<file path="src/rtl/retospect_bs_loader.sv">
// Streams a byte-wide configuration image LSB-first onto the fabric shift chain, then pulses reset_nn.
// Define RETOSPECT_BS_READBACK_EN to fold the bits leaving the chain tail into a CRC-8 on readback_crc.
module retospect_bs_loader #(
   parameter int CHAIN_LEN = 523,
   parameter int CNT_W     = $clog2(CHAIN_LEN + 1)
) (
   input  logic       clk,
   input  logic       reset,
   input  logic       start,
   input  logic       in_valid,
   input  logic [7:0] in_data,
   output logic       in_ready,
   output logic       cfg_en_o,
   output logic       cfg_bs_o,
   input  logic       cfg_bs_i,
   output logic       nn_rst_o,
   output logic       busy,
   output logic       done,
   output logic [7:0] readback_crc
);

   typedef enum logic [2:0] {
      IDLE  = 3'd0,
      LOAD  = 3'd1,
      SHIFT = 3'd2,
      NNRST = 3'd3,
      DONE  = 3'd4
   } state_t;

   localparam logic [CNT_W-1:0] LAST_BIT = CNT_W'(CHAIN_LEN - 1);

   state_t           state;
   logic [7:0]       shreg;
   logic [CNT_W-1:0] bitcnt;

   // Byte boundaries fall on multiples of 8 in bitcnt, so its low bits track the bit within the byte.
   always_ff @(posedge clk) begin
      if (reset) begin
         state  <= IDLE;
         shreg  <= '0;
         bitcnt <= '0;
      end else begin
         case (state)
            IDLE: begin
               if (start) begin
                  state  <= LOAD;
                  shreg  <= '0;
                  bitcnt <= '0;
               end
            end
            LOAD: begin
               if (in_valid) begin
                  shreg <= in_data;
                  state <= SHIFT;
               end
            end
            SHIFT: begin
               shreg  <= {1'b0, shreg[7:1]};
               bitcnt <= bitcnt + CNT_W'(1);
               if (bitcnt == LAST_BIT) begin
                  state <= NNRST;
               end else if (bitcnt[2:0] == 3'd7) begin
                  state <= LOAD;
               end
            end
            NNRST:   state <= DONE;
            DONE:    state <= IDLE;
            default: state <= IDLE;
         endcase
      end
   end

   assign in_ready = (state == LOAD);
   assign cfg_en_o = (state == SHIFT);
   assign cfg_bs_o = (state == SHIFT) && shreg[0];
   assign nn_rst_o = (state == NNRST);
   assign busy     = (state != IDLE);
   assign done     = (state == DONE);

`ifdef RETOSPECT_BS_READBACK_EN
   logic [7:0] crc;
   logic       crc_fb;

   assign crc_fb = crc[7] ^ cfg_bs_i;

   // The tail bit is sampled before the edge that shifts the chain, so it is the bit leaving the fabric.
   always_ff @(posedge clk) begin
      if (reset) begin
         crc <= 8'h00;
      end else if ((state == IDLE) && start) begin
         crc <= 8'h00;
      end else if (state == SHIFT) begin
         crc <= {crc[6:0], 1'b0} ^ (crc_fb ? 8'h07 : 8'h00);
      end
   end

   assign readback_crc = crc;
`else
   logic unused_bs_i;

   assign unused_bs_i  = cfg_bs_i;
   assign readback_crc = 8'h00;
`endif

endmodule

</file>
<file path="config.mk">
export PLATFORM = sky130hd
export DESIGN_NAME = retospect_bs_loader
export DESIGN_NICKNAME = d
export VERILOG_FILES = /design/src/rtl/retospect_bs_loader.sv
export SDC_FILE = /design/constraint.sdc
export NUM_CORES = 1
export LEC_CHECK = 0
export CAP_MARGIN = 30
export CORE_AREA = 2 2 53 55
export DETAILED_ROUTE_END_ITERATION = 6
export DIE_AREA = 0 0 55 57
export GPL_TIMING_DRIVEN = 1
export HOLD_SLACK_MARGIN = 0.03
export PLACE_DENSITY_LB_ADDON = 0.2
export SYNTH_ARGS = -nofsm -noshare
export SYNTH_HDL_FRONTEND = slang
export SYNTH_SLANG_ARGS = --single-unit
export TNS_END_PERCENT = 100
</file>
<file path="constraint.sdc">
create_clock -name clk -period 2.15 [get_ports clk]
set_clock_uncertainty 0.2 [all_clocks]
set_input_delay 0.215 -clock clk [delete_from_list [all_inputs] [get_ports clk]]
set_output_delay 0.215 -clock clk [all_outputs]
set_load 0.02 [all_outputs]
</file>
# After elaboration in Yosys (flattened, before gate mapping)

Cells that the tools add are included.

Register bits: 21
Logic and storage cells: 31

$add $sub $neg: 1
Eq/ne operators: 9
Mux-type cells: 10
Reductions and logical operators: 8

Operators with widths:

| kind                                                  | number |
|---|---|
| case mux 8 bit (3 select lines)                       | 1 |
| case mux 10 bit (2 select lines)                      | 1 |
| 2-to-1 mux 8 bit                                      | 2 |
| 2-to-1 mux 3 bit                                      | 4 |
| case mux 3 bit (4 select lines)                       | 1 |
| adder 10 x 1 -> 10 bit, second input constant         | 1 |
| equality test 10 bit, second input constant           | 1 |
| 2-to-1 mux 10 bit                                     | 1 |
| equality test 3 x 2 -> 1 bit, second input constant   | 2 |
| equality test 3 bit, second input constant            | 2 |
| AND reduction 3 bit                                   | 2 |
| nonzero test 3 bit                                    | 2 |
| inequality test 2 bit, second input constant          | 2 |
| equality test 3 x 1 -> 1 bit, second input constant   | 1 |
| zero test 3 bit                                       | 1 |
| inequality test 3 x 1 -> 1 bit, second input constant | 1 |
| AND reduction 2 bit                                   | 1 |
| nonzero test 2 bit                                    | 1 |
| logical AND 1 bit                                     | 1 |

# Longest topological paths before layout

Word-level depth: 4
Gate-level depth with buffers: 6

# Worst setup path before layout

No wires, ideal clock.

Path kind: register to register
Start: reg bitcnt[1]
End: reg state[1]
Library setup time: 0.060 ns
Arrival time: 1.565 ns
Required time: 1.890 ns
Setup slack: 0.325 ns
Cell stages (with the launch flop): 5
Path buffers: 0
Period minus slack after synthesis: 1.825 ns
Cell sequence: dfxtp_1 ha_1 or4b_2 nor4_1 o311a_1

Word-level cells in the longest chain between the ends: 3
Elaborated cells on any way between the ends: 6

Ends and longest elaborated chain:

| item                                                                   | line   | text |
|---|---|---|
| start, declared                                                        | 34     | `logic [CNT_W-1:0] bitcnt;` |
| start signal, assigned                                                 | 59     | `bitcnt <= bitcnt + CNT_W'(1);` |
| equality test 10 bit or equality test 3 bit (tied branches)            | 60, 62 |  |
| 2-to-1 mux 3 bit or inequality test 3 x 1 -> 1 bit (tied branches)     | n/a    |  |
| case mux 3 bit (4 select lines) or AND reduction 3 bit (tied branches) | n/a    |  |
| end signal, assigned                                                   | 46     | `state <= LOAD;` |
| end signal, assigned                                                   | 61     | `state <= NNRST;` |
| end signal, assigned                                                   | 63     | `state <= LOAD;` |
| end, declared                                                          | 32     | `state_t state;` |

Several ways; a longest one is shown, not always the timed one.
A chain may end at the register's enable or synchronous reset.

# Worst setup path after layout

Start: reg state[1]
End: out cfg_bs_o

Word-level cells in the longest chain between the ends: 2

Ends and longest elaborated chain:

| item                         | line | text |
|---|---|---|
| start signal, assigned       | 39   | `state <= IDLE;` |
| start signal, assigned       | 46   |  |
| start signal, assigned       | 54   | `state <= SHIFT;` |
| equality test 3 x 2 -> 1 bit | 75   | `assign cfg_bs_o = (state == SHIFT) && shreg[0];` |
| logical AND 1 bit            | 75   |  |
| end, declared                | 14   | `output logic cfg_bs_o,` |

No other way between the ends.

==> metrics.cfg <==
[clock_network]
clock-sinks = 21
cts_tree = built
clk_pin_slew_ns = 0.12
clk_latency_ns = 0.31
cts_buffers = 3
htreeDepth = 1
cts.path.max_buffers = 2
cts_hold_buf = 0
cts-root-buf = clkbuf_4

[routing]
drc = 0
routed_via_density = 5.95
ant_nets = 0
detail_route.wl_per_cell_um = 14.1
first_pass_iters = 4
wl_mm = 2.66
num_vias = 1119
drtIter0Drc = 25

[worst_setup_path]
cp-end-kind = output pin
rrSetupSlack_ns = 0.22
worstReg2RegStart = bitcnt[0]
r2r_cells = 5
cp_slowest_stage_delay_ns = 0.42
crit_type = reg2out
cp_data_required_time_ns = 1.74
crit_start = state[1]
cp_slowest_cell = or3b_4
critPathLaunchType = flip-flop
path_cells = or3b_4 -> inv_1 -> and2_1 -> dlygate4sd2_1
cp_max_fo = 5
timing.rr.end = state[1]
cp_data_arrival_time_ns = 1.62
cp-endpoint = cfg_bs_o

[synthesis]
postSynthAreaPerCell_um2 = 8.83
synthSimpleGateAreaFrac = 0.207
ys_seq_elements = 21
muxShareOfSynthArea = 0
synth_top_family_by_area = compound AO/OA/AOI/OAI gates
synth-edff-count = 0
synth_xor_xnor_area_share = 0
synth-compound-area-share = 0.305
synthAdderAreaFrac = 0.0310
yosys_warnings = 0
seq_area_frac_synth = 0.347
syn_area_mm2 = 0.00121
synthFlopType = dfxtp_1
async_flop_share = 0
syn_inst = 137
synthDistinctLibCells = 45

[floorplan]
die_w_um = 55
die_y_um = 57
core_area_mm2 = 0.00262
dieArea_mm2 = 0.00314
rows = 19
start_util = 0.463
num_io_pins = 27

[cells_and_area]
fillerInstances = 266
antennaDiodeCount = 0
drive_gt1_frac = 0.102
multi_input_comb_area_um2 = 687
area_delta_synth_final_pct = 17.9
nets = 174
utilization = 0.545
register_area_um2 = 420
final_cells = 188

[sta]
tns_ns = 0
maxSlewHeadroom = 0.624
hold_viol = 0
drv_slew = 0
tightestPinTransition_ns = 0.563
post-route-period-util = 0.948
rsz0062_at_grt = false
worst_slack_ns = 0.111
period_minus_slack_ns = 2.04
fmax_mhz = 490
setup_viol = 0

[global_routing]
track_usage = 0.193
grt_max_degree = 16
grt_antenna_before_repair = 0
grt_pass1_vias = 1025
grt_pass1_wl_mm = 4.51
grt_overflow = 0

[power_and_ir_drop]
p_leak_nw = 0.543
clockPowerShare = 0.257
p_comb_frac = 0.214
pwr-share-seq = 0.529
total_power_w = 0.000769
ir_drop_mv = 0.375
power.density_mw_per_mm2 = 539
p_sw_frac = 0.292
p_switching_w = 0.000224
intPower_w = 0.000545

[run_status]
status = finished clean

[placement]
place.gp.congestion = 0.819
pre_cts_slack_ns = 0.195
io_buffers = 17
dp_cells = 184
post-dp-hpwl_mm = 1.96

[worst_hold_path]
hp-start = in_data[7]
hp-class = in2reg

[job]
drv_cap = 0

## worst min path at each step
stage | depth (start not counted) | endpoint | slack, ns
global placement | 1 | shreg[6] | 0.26
CTS | 3 | shreg[7] | 0.27
floorplan | 2 | shreg[7] | 0.17
global route | 3 | shreg[7] | 0.31
detailed placement | 1 | shreg[4] | 0.27
finish | 3 | shreg[7] | 0.27
## critical path, delay by kind of cell (launching register included)
| kind | cells | cell delay [ns] |
|---|---|---|
| and+or+nand+nor | 2 | 0.54 |
| buffers and inverters | 2 | 0.42 |
| DFF | 1 | 0.36 |
## cells by family (layout without fill, tap and decap cells)
family	Yosys count	count (layout)
AO/OA/AOI/OAI	47	47
AND/OR/NAND/NOR	42	42
adder cells (fa/ha/maj)	3	3
buffers and inverters	23	36
flip-flops	21	21
other	1	8
## power groups by stage
stage | logic [W] | clock network, W | registers, W
after detailed placement | 0.000169 | 0 | 0.000415
after floorplan | 0.000117 | 0 | 0.000416
final | 0.000165 | 0.000198 | 0.000406
after global routing | 0.000181 | 0.000216 | 0.000408
after CTS | 0.000165 | 0.000203 | 0.000407
after global placement | 0.000166 | 0 | 0.000414
## final cells by class
cell class,instances,share of cell area
timing repair buffer,26,0.162
clock buffer,4,0.0184
sequential,21,0.295
multi-input combinational,100,0.482
tap,31,0.0272
inverter,6,0.0158
## sequential cells by signal, summed over array words and instances (netlist names)
signal	count
bitcnt	10
shreg	8
state	3
## synthesized netlist by cell type (2+ instances only)
library cell   n  area [um2]
o211ai_1       3        22.5
a41oi_1        2        17.5
a31oi_1        2        12.5
nand3b_1       2        15.0
nand2b_1       2        12.5
o311ai_0       2        17.5
a211o_1        2        17.5
a21oi_1        3        15.0
o311ai_1       2        17.5
a22o_1        14         123
buf_1          3        11.3
or3_1          3        18.8
nand4_1        3        18.8
nor2b_1        3        18.8
ha_1           3        37.5
nor3_1         2        10.0
buf_4          9        67.6
or4_1          2        15.0
o311a_1        2        20.0
inv_1          6        22.5
nand3_1        3        15.0
a311oi_1       2        17.5
nor2_1         6        22.5
o21ai_0        7        35.0
dfxtp_1       21         420
nand2_1        7        26.3
clkbuf_1       3        11.3
## what timing repair did
| item | CTS | global route |
|---|---|---|
| resized for setup | 5 | 0 |
| buffers inserted | 0 | 0 |
| setup endpoints to repair | 5 | 0 |
## metrics by stage
step | hold WS (ns) | instance area, um2
detailed placement | 0.266 | 1410
global placement | 0.261 | 1410
floorplan | 0.174 | 1240
finish | 0.269 | 1430
global route | 0.311 | 1430
CTS | 0.273 | 1430
## per-layer routing
metal	GRT usage	routed length, um
met5	0	0
met3	0.0262	129
met2	0.294	1250
met4	0.0732	49
met1	0.275	1230
## placed cells by master, fill, tap and decap left out, drive strengths merged, types with 4 or more instances in the layout
master / instances
nor2: 6
dlygate4sd2: 5
a22o: 14
o311ai: 4
clkbuf: 4
clkdlybuf4s50: 12
dfxtp: 21
buf: 9
nand2: 7
inv: 6
o21ai: 7
conb: 8
Note: power is estimated with default switching activity, not from simulation.
